[src/rtl/axis_measure_top_if.sv]
// Bus interfaces for axis_measure_top.
//  axis_measure_lite_if   : AXI4-Lite control/status channel (32-bit address and data).
//    master drives aw*/w*/ar* payload+valid and bready/rready; slave drives the readies,
//    bvalid/bresp and rvalid/rdata/rresp.
//  axis_measure_stream_if : AXI4-Stream tdata/tvalid/tready; DATA_WIDTH is in bytes.
interface axis_measure_lite_if;
    logic [31:0] awaddr;
    logic        awvalid;
    logic        awready;
    logic [31:0] wdata;
    logic [3:0]  wstrb;
    logic        wvalid;
    logic        wready;
    logic [1:0]  bresp;
    logic        bvalid;
    logic        bready;
    logic [31:0] araddr;
    logic        arvalid;
    logic        arready;
    logic [31:0] rdata;
    logic [1:0]  rresp;
    logic        rvalid;
    logic        rready;

    modport master (
        output awaddr, awvalid, wdata, wstrb, wvalid, bready, araddr, arvalid, rready,
        input  awready, wready, bresp, bvalid, arready, rdata, rresp, rvalid
    );

    modport slave (
        input  awaddr, awvalid, wdata, wstrb, wvalid, bready, araddr, arvalid, rready,
        output awready, wready, bresp, bvalid, arready, rdata, rresp, rvalid
    );
endinterface

interface axis_measure_stream_if #(
    parameter int unsigned DATA_WIDTH = 4
);
    logic [DATA_WIDTH*8-1:0] tdata;
    logic                    tvalid;
    logic                    tready;

    modport master (
        output tdata, tvalid,
        input  tready
    );

    modport slave (
        input  tdata, tvalid,
        output tready
    );
endinterface

[src/rtl/axis_measure_top.sv]
// AXI4-Stream pass-through probe with an AXI4-Lite control/status slave.
// The stream is forwarded combinationally and never stalled; while recording, the probe
// counts clock cycles and recorded beats and captures the low 32 bits of the last recorded beat.
// Ports:
//  ap_clk, ap_rst_n : clock and asynchronous active-low reset
//  s_axi_control    : AXI4-Lite slave (CONTROL 0x00, CYCLES lo/hi 0x10/0x14, FRAMES 0x18,
//                     LAST_FRAME 0x20)
//  instream         : stream input (slave side)
//  outstream        : stream output (master side)
module axis_measure_top #(
    parameter logic        INITIAL_RECORD_ENABLE = 1'b0,
    parameter logic        RECORD_ONLY_NONZERO   = 1'b0,
    parameter int unsigned DATA_WIDTH            = 4
) (
    input  logic                  ap_clk,
    input  logic                  ap_rst_n,
    axis_measure_lite_if.slave    s_axi_control,
    axis_measure_stream_if.slave  instream,
    axis_measure_stream_if.master outstream
);

    localparam int unsigned TDATA_W = DATA_WIDTH * 8;
    localparam int unsigned REG_W   = 32;

    // Word indices (byte address >> 2).
    localparam logic [29:0] IDX_CONTROL = 30'h0;
    localparam logic [29:0] IDX_CYC_LO  = 30'h4;
    localparam logic [29:0] IDX_CYC_HI  = 30'h5;
    localparam logic [29:0] IDX_FRAMES  = 30'h6;
    localparam logic [29:0] IDX_LAST    = 30'h8;

    typedef enum logic [1:0] {W_IDLE, W_DATA, W_RESP} w_state_t;
    typedef enum logic [0:0] {R_IDLE, R_DATA} r_state_t;

    w_state_t w_state, w_next;
    r_state_t r_state, r_next;

    logic              awready_q, wready_q, bvalid_q;
    logic              awready_d, wready_d, bvalid_d;
    logic              arready_q, rvalid_q;
    logic              arready_d, rvalid_d;
    logic [REG_W-1:0]  rdata_q;
    logic [REG_W-1:0]  rd_value_c;
    logic [31:0]       awaddr_q;

    logic              rec;
    logic [63:0]       cycles;
    logic [31:0]       frames;
    logic [REG_W-1:0]  last_frame;

    logic              aw_hs_c, w_hs_c, b_hs_c, ar_hs_c, r_hs_c;
    logic              ctrl_wr_c, sig_start_c, sig_clear_c, sig_stop_c;
    logic              beat_c, rec_beat_c;
    logic [REG_W-1:0]  beat_word_c;

    // Stream pass-through, zero latency.
    assign outstream.tdata  = instream.tdata;
    assign outstream.tvalid = instream.tvalid;
    assign instream.tready  = outstream.tready;

    // Low 32 bits of the beat, zero-extended for narrow streams.
    if (TDATA_W >= REG_W) begin : g_wide
        assign beat_word_c = instream.tdata[REG_W-1:0];
    end else begin : g_narrow
        assign beat_word_c = REG_W'(instream.tdata);
    end

    assign beat_c     = instream.tvalid & outstream.tready;
    assign rec_beat_c = beat_c & rec & (~RECORD_ONLY_NONZERO | (|instream.tdata));

    // Handshakes qualified by the registered readies/valids.
    assign aw_hs_c = s_axi_control.awvalid & awready_q;
    assign w_hs_c  = s_axi_control.wvalid  & wready_q;
    assign b_hs_c  = s_axi_control.bready  & bvalid_q;
    assign ar_hs_c = s_axi_control.arvalid & arready_q;
    assign r_hs_c  = s_axi_control.rready  & rvalid_q;

    // CONTROL write takes effect on the W handshake; byte 0 strobe gates it.
    assign ctrl_wr_c   = w_hs_c & (awaddr_q[31:2] == IDX_CONTROL) & s_axi_control.wstrb[0];
    assign sig_start_c = ctrl_wr_c & s_axi_control.wdata[0];
    assign sig_clear_c = ctrl_wr_c & s_axi_control.wdata[1];
    assign sig_stop_c  = ctrl_wr_c & s_axi_control.wdata[2];

    // Write channel next state and registered handshake outputs.
    always_comb begin
        w_next = w_state;
        unique case (w_state)
            W_IDLE:  if (aw_hs_c) w_next = W_DATA;
            W_DATA:  if (w_hs_c)  w_next = W_RESP;
            W_RESP:  if (b_hs_c)  w_next = W_IDLE;
            default: w_next = W_IDLE;
        endcase
        awready_d = (w_next == W_IDLE);
        wready_d  = (w_next == W_DATA);
        bvalid_d  = (w_next == W_RESP);
    end

    always_ff @(posedge ap_clk or negedge ap_rst_n) begin
        if (!ap_rst_n) begin
            w_state   <= W_IDLE;
            awready_q <= 1'b0;
            wready_q  <= 1'b0;
            bvalid_q  <= 1'b0;
            awaddr_q  <= '0;
        end else begin
            w_state   <= w_next;
            awready_q <= awready_d;
            wready_q  <= wready_d;
            bvalid_q  <= bvalid_d;
            if (aw_hs_c) awaddr_q <= s_axi_control.awaddr;
        end
    end

    // Read data mux; unmapped words read as zero.
    always_comb begin
        rd_value_c = '0;
        unique case (s_axi_control.araddr[31:2])
            IDX_CONTROL: rd_value_c = REG_W'(rec);
            IDX_CYC_LO:  rd_value_c = cycles[31:0];
            IDX_CYC_HI:  rd_value_c = cycles[63:32];
            IDX_FRAMES:  rd_value_c = frames;
            IDX_LAST:    rd_value_c = last_frame;
            default:     rd_value_c = '0;
        endcase
    end

    // Read channel next state and registered handshake outputs.
    always_comb begin
        r_next = r_state;
        unique case (r_state)
            R_IDLE:  if (ar_hs_c) r_next = R_DATA;
            R_DATA:  if (r_hs_c)  r_next = R_IDLE;
            default: r_next = R_IDLE;
        endcase
        arready_d = (r_next == R_IDLE);
        rvalid_d  = (r_next == R_DATA);
    end

    always_ff @(posedge ap_clk or negedge ap_rst_n) begin
        if (!ap_rst_n) begin
            r_state   <= R_IDLE;
            arready_q <= 1'b0;
            rvalid_q  <= 1'b0;
            rdata_q   <= '0;
        end else begin
            r_state   <= r_next;
            arready_q <= arready_d;
            rvalid_q  <= rvalid_d;
            if (ar_hs_c) rdata_q <= rd_value_c;
        end
    end

    // Recording flag: STOP wins over START.
    always_ff @(posedge ap_clk or negedge ap_rst_n) begin
        if (!ap_rst_n) begin
            rec <= INITIAL_RECORD_ENABLE;
        end else if (sig_stop_c) begin
            rec <= 1'b0;
        end else if (sig_start_c) begin
            rec <= 1'b1;
        end
    end

    // Measurement counters; CLEAR overrides any same-cycle count or capture.
    always_ff @(posedge ap_clk or negedge ap_rst_n) begin
        if (!ap_rst_n) begin
            cycles     <= '0;
            frames     <= '0;
            last_frame <= '0;
        end else if (sig_clear_c) begin
            cycles     <= '0;
            frames     <= '0;
            last_frame <= '0;
        end else begin
            if (rec) cycles <= cycles + 64'd1;
            if (rec_beat_c) begin
                frames     <= frames + 32'd1;
                last_frame <= beat_word_c;
            end
        end
    end

    assign s_axi_control.awready = awready_q;
    assign s_axi_control.wready  = wready_q;
    assign s_axi_control.bvalid  = bvalid_q;
    assign s_axi_control.bresp   = 2'b00;
    assign s_axi_control.arready = arready_q;
    assign s_axi_control.rvalid  = rvalid_q;
    assign s_axi_control.rdata   = rdata_q;
    assign s_axi_control.rresp   = 2'b00;

endmodule

[src/flat_wrapper.sv]
// flat-port wrapper written by rule: the top's interface ports become plain ports
module axis_measure_top_flat 
#(
    parameter logic        INITIAL_RECORD_ENABLE = 1'b0,
    parameter logic        RECORD_ONLY_NONZERO   = 1'b0,
    parameter int unsigned DATA_WIDTH            = 4
)
  (ap_clk, ap_rst_n, s_axi_control_awaddr, s_axi_control_awvalid, s_axi_control_wdata, s_axi_control_wstrb, s_axi_control_wvalid, s_axi_control_bready, s_axi_control_araddr, s_axi_control_arvalid, s_axi_control_rready, s_axi_control_awready, s_axi_control_wready, s_axi_control_bresp, s_axi_control_bvalid, s_axi_control_arready, s_axi_control_rdata, s_axi_control_rresp, s_axi_control_rvalid, instream_tdata, instream_tvalid, instream_tready, outstream_tdata, outstream_tvalid, outstream_tready);
  axis_measure_lite_if s_axi_control_i ();
  axis_measure_stream_if #(.DATA_WIDTH(DATA_WIDTH)) instream_i ();
  axis_measure_stream_if #(.DATA_WIDTH(DATA_WIDTH)) outstream_i ();
  input  logic ap_clk;
  input  logic ap_rst_n;
  input wire logic [$bits(s_axi_control_i.awaddr)-1:0] s_axi_control_awaddr;
  input wire logic [$bits(s_axi_control_i.awvalid)-1:0] s_axi_control_awvalid;
  input wire logic [$bits(s_axi_control_i.wdata)-1:0] s_axi_control_wdata;
  input wire logic [$bits(s_axi_control_i.wstrb)-1:0] s_axi_control_wstrb;
  input wire logic [$bits(s_axi_control_i.wvalid)-1:0] s_axi_control_wvalid;
  input wire logic [$bits(s_axi_control_i.bready)-1:0] s_axi_control_bready;
  input wire logic [$bits(s_axi_control_i.araddr)-1:0] s_axi_control_araddr;
  input wire logic [$bits(s_axi_control_i.arvalid)-1:0] s_axi_control_arvalid;
  input wire logic [$bits(s_axi_control_i.rready)-1:0] s_axi_control_rready;
  output wire logic [$bits(s_axi_control_i.awready)-1:0] s_axi_control_awready;
  output wire logic [$bits(s_axi_control_i.wready)-1:0] s_axi_control_wready;
  output wire logic [$bits(s_axi_control_i.bresp)-1:0] s_axi_control_bresp;
  output wire logic [$bits(s_axi_control_i.bvalid)-1:0] s_axi_control_bvalid;
  output wire logic [$bits(s_axi_control_i.arready)-1:0] s_axi_control_arready;
  output wire logic [$bits(s_axi_control_i.rdata)-1:0] s_axi_control_rdata;
  output wire logic [$bits(s_axi_control_i.rresp)-1:0] s_axi_control_rresp;
  output wire logic [$bits(s_axi_control_i.rvalid)-1:0] s_axi_control_rvalid;
  input wire logic [$bits(instream_i.tdata)-1:0] instream_tdata;
  input wire logic [$bits(instream_i.tvalid)-1:0] instream_tvalid;
  output wire logic [$bits(instream_i.tready)-1:0] instream_tready;
  output wire logic [$bits(outstream_i.tdata)-1:0] outstream_tdata;
  output wire logic [$bits(outstream_i.tvalid)-1:0] outstream_tvalid;
  input wire logic [$bits(outstream_i.tready)-1:0] outstream_tready;
  assign s_axi_control_i.awaddr = s_axi_control_awaddr;
  assign s_axi_control_i.awvalid = s_axi_control_awvalid;
  assign s_axi_control_i.wdata = s_axi_control_wdata;
  assign s_axi_control_i.wstrb = s_axi_control_wstrb;
  assign s_axi_control_i.wvalid = s_axi_control_wvalid;
  assign s_axi_control_i.bready = s_axi_control_bready;
  assign s_axi_control_i.araddr = s_axi_control_araddr;
  assign s_axi_control_i.arvalid = s_axi_control_arvalid;
  assign s_axi_control_i.rready = s_axi_control_rready;
  assign s_axi_control_awready = s_axi_control_i.awready;
  assign s_axi_control_wready = s_axi_control_i.wready;
  assign s_axi_control_bresp = s_axi_control_i.bresp;
  assign s_axi_control_bvalid = s_axi_control_i.bvalid;
  assign s_axi_control_arready = s_axi_control_i.arready;
  assign s_axi_control_rdata = s_axi_control_i.rdata;
  assign s_axi_control_rresp = s_axi_control_i.rresp;
  assign s_axi_control_rvalid = s_axi_control_i.rvalid;
  assign instream_i.tdata = instream_tdata;
  assign instream_i.tvalid = instream_tvalid;
  assign instream_tready = instream_i.tready;
  assign outstream_tdata = outstream_i.tdata;
  assign outstream_tvalid = outstream_i.tvalid;
  assign outstream_i.tready = outstream_tready;
  axis_measure_top #(.INITIAL_RECORD_ENABLE(INITIAL_RECORD_ENABLE), .RECORD_ONLY_NONZERO(RECORD_ONLY_NONZERO), .DATA_WIDTH(DATA_WIDTH)) u_core (.ap_clk(ap_clk), .ap_rst_n(ap_rst_n), .s_axi_control(s_axi_control_i), .instream(instream_i), .outstream(outstream_i));
endmodule
[config.mk]
export PLATFORM = sky130hd
export DESIGN_NAME = axis_measure_top_flat
export DESIGN_NICKNAME = d
export VERILOG_FILES = /design/src/rtl/axis_measure_top_if.sv /design/src/rtl/axis_measure_top.sv /design/src/flat_wrapper.sv
export SDC_FILE = /design/constraint.sdc
export NUM_CORES = 1
export LEC_CHECK = 0
export BUFFER_PORTS_ARGS = -buffer_cell sky130_fd_sc_hd__buf_2
export CORE_MARGIN = 5
export CORE_UTILIZATION = 50
export DETAILED_ROUTE_END_ITERATION = 10
export PLACE_DENSITY = 0.83
export REMOVE_ABC_BUFFERS = 1
export SLEW_MARGIN = 30
export SYNTH_ARGS = -nofsm -noshare
export SYNTH_HDL_FRONTEND = slang
export SYNTH_SLANG_ARGS = --single-unit
export TNS_END_PERCENT = 10
[constraint.sdc]
create_clock -name ap_clk -period 2.5 [get_ports ap_clk]
set_clock_uncertainty 0.05 [all_clocks]
set_input_delay 0.125 -clock ap_clk [delete_from_list [all_inputs] [get_ports ap_clk]]
set_output_delay 0.125 -clock ap_clk [all_outputs]
set_load 0.05 [all_outputs]
==> impl_metrics.csv <==
group,metric,value,unit
logic_synthesis,syn_area,10000,um^2
sta,fmax,0.411,GHz
grt,grt_pass1_vias,9330,
detailed_routing,vias_per_cell,5.94,
setup_path,path_class,"register to register",
logic_synthesis,ys_types,45,
hold_path,min_from,"s_axi_control_wdata[1]",
sta,hold_viol,0,
layout,final_cell_mix,"dfrtp_1 (197), buf_2 (174), nand2_1 (132)",
sta,tightestPinTransition,726,ps
layout,nNetsFinal,1400,
die,die_h,152,um
die,coreArea,19600,um^2
sta,rsz0062_at_grt,"true",
setup_path,cp-end-kind,"register",
logic_synthesis,postSynthCellCount,1044,
clock_tree,h-tree-depth,4,
die,core.rowCount,51,
placement,port_buffers,175,
clock_tree,cts_buffers,17,
layout,area_growth,24.3,%
setup_path,crit_arrival,2740,ps
die,initial_core_util,51.1,%
grt,grt_max_degree,78,
placement,hpwlAfterDp,18900,um
die,die_area,23000,um^2
setup_path,r2r_slack,70,ps
clock_tree,cts_tree,"built",
clock_tree,clkLatencyLatePin,440,ps
sta,finalSetupViolCount,0,
sta,slew_headroom,51.6,%
placement,finalWeightedCongestion,0.922,
setup_path,critPathLaunchType,"register",
detailed_routing,ant_nets,0,
grt,grt_pass1_wl,47300,um
grt,antenna_found_initial,0,
pwr,ir_worst_vdd,0.785,mV
setup_path,rr_startpoint,"u_core.cycles[0]$_DFFE_PN0P_",
layout,drive_above_1_share,23.9,%
detailed_routing,route.detailed.drc,0,
logic_synthesis,async_flop_share,100,%
logic_synthesis,ys_seq_area_share,49.5,%
pwr,p_leak,5.52,nW
detailed_routing,drt_wl_total,29600,um
clock_tree,clockRootBuffer,"clkbuf_16",
clock_tree,cts.sinks,198,
logic_synthesis,ys_ff_latch,198,
layout,num-fill-cells,1502,
setup_path,worst-endpoint-required,2810,ps
sta,finalHoldWorstSlack,44.1,ps
flow_run,max_cap_viol_count,0,
logic_synthesis,postSynthAreaPerCell,9.60,um^2
detailed_routing,drt_iter0_drc,835,
hold_path,hp-class,"input pin to register",
die,die_w,152,um
sta,fin_ws,68.8,ps
clock_tree,clockBufferDepth,2,
detailed_routing,vias,9122,
detailed_routing,wire_per_inst,19.3,um
setup_path,startpoint,"u_core.cycles[0]$_DFFE_PN0P_",
outcome,outcome,"finished, final reports clean",
clock_tree,clk_pin_slew,80,ps
grt,grtUsageTotal,26.0,%
sta,final.min_clock_period,2430,ps
placement,post-place-ws,-6.13,ps
logic_synthesis,synth_edf_count,0,
pwr,p_per_area,632,nW/um^2
grt,grt_overflow,0,
sta,post-route-period-util,97.2,%
logic_synthesis,yosys_warnings,0,
die,io_pins,216,
detailed_routing,drt_pass1_iterations,6,
layout,final_common_cell,"dfrtp_1",
sta,final_max_slew_viol_count,0,
logic_synthesis,ys.flop_type,"dfrtp_1",
setup_path,cp_max_fo,22,
## cell type report
class                      count  area, um^2  area share (%)
antenna                        1        2.50          0.0201
clock buffer                  19         453            3.64
clock inverter                13         100           0.804
inverter                       7        26.3           0.211
multi-input combinational    736        4530            36.4
sequential                   198        4960            39.8
tap                          265         332            2.66
timing repair buffer         297        2050            16.5
## critical path, cell delays in order (launching register included)
cell and delay, ps:
dfrtp_1 400, ha_2 210, and3_1 180, nand4_1 110, or4_4 560, buf_6 180
or4_1 500, a21oi_1 160
## flip-flops by register name, summed over array words and instances (netlist names)
name	cells
u_core.cycles	64
u_core.r_state	1
u_core.s_axi_control.rdata	32
u_core.awaddr_q	30
u_core.w_state	2
u_core.s_axi_control.wready	1
u_core.last_frame	32
u_core.s_axi_control.arready	1
u_core.s_axi_control.bvalid	1
u_core.s_axi_control.awready	1
u_core.rec	1
u_core.frames	32
## final timing paths
check	to	cells past startpoint
setup / recovery	u_core.cycles[58]$_DFFE_PN0P_	7
hold / removal	u_core.last_frame[3]$_DFFE_PN0P_	3
setup reg to reg	u_core.cycles[58]$_DFFE_PN0P_	7
hold reg to reg	u_core.s_axi_control.wready$_DFF_PN0_	1
max in group asynchronous	u_core.cycles[4]$_DFFE_PN0P_	3
min in group asynchronous	u_core.s_axi_control.rdata[26]$_DFFE_PN0P_	2
## synthesized netlist by cell type (16+ instances only)
cell       number  area [um^2]
clkbuf_1       58          218
a2bb2oi_1      16          140
a22o_1         16          140
mux2_2         30          338
nand2_1       132          495
xnor2_1        42          368
nand4_1        31          194
o21ai_0        26          130
buf_4          38          285
nor2_1        101          379
mux2i_1        18          180
dfrtp_1       198         4950
nand3_1        35          175
o22ai_1        16          100
and3_1         17          106
xor2_1         29          254
nor4_1         27          169
a22oi_1        16          120
a21oi_1        60          300
## layer usage
layer  global-route usage [%]  wire length, um
met3                     5.35             2220
met1                     31.4            11200
met4                     12.2             1280
met2                     44.7            14900
met5                        0                0
## stage by stage
stage          instance area (um^2)  power, W  util [%]  cells  TNS [ps]
6_report                      12500   0.00787      63.6   1536         0
5_1_grt                       12400   0.00817      63.5   1535     -51.3
4_1_cts                       12400   0.00781      63.3   1531         0
3_5_place_dp                  11100   0.00516      56.7   1425     -6.13
3_3_place_gp                  11100   0.00509      56.7   1425         0
2_1_floorplan                  9480   0.00452         -    941   -144110
## power by group
part           switching [W]  total, W  leakage, nW  internal, W
registers           0.000245   0.00377         2.35      0.00352
clock network        0.00126   0.00260        0.264      0.00134
logic               0.000856   0.00150         2.90     0.000646
total                0.00237   0.00787         5.52      0.00551
## cell families after synthesis
logic type | synth area share (%)
and+or+nand+nor | 20.9
adders and majority gates | 0.250
xor gates and xnor gates | 6.21
DFF | 49.5
muxes | 5.17
AOI/OAI and AO/OA | 12.3
buffers and inverters | 5.71
other | 0.0374
## timing repair
item | CTS | global route
hold buffers | 73 | 0
gates resized for setup | 0 | 10
pin swaps | 0 | 0
hold endpoints to repair | 143 | 0
setup endpoints to repair | 1 | 89
setup buffers | 1 | 4
Power figures use the tool's default switching activity.
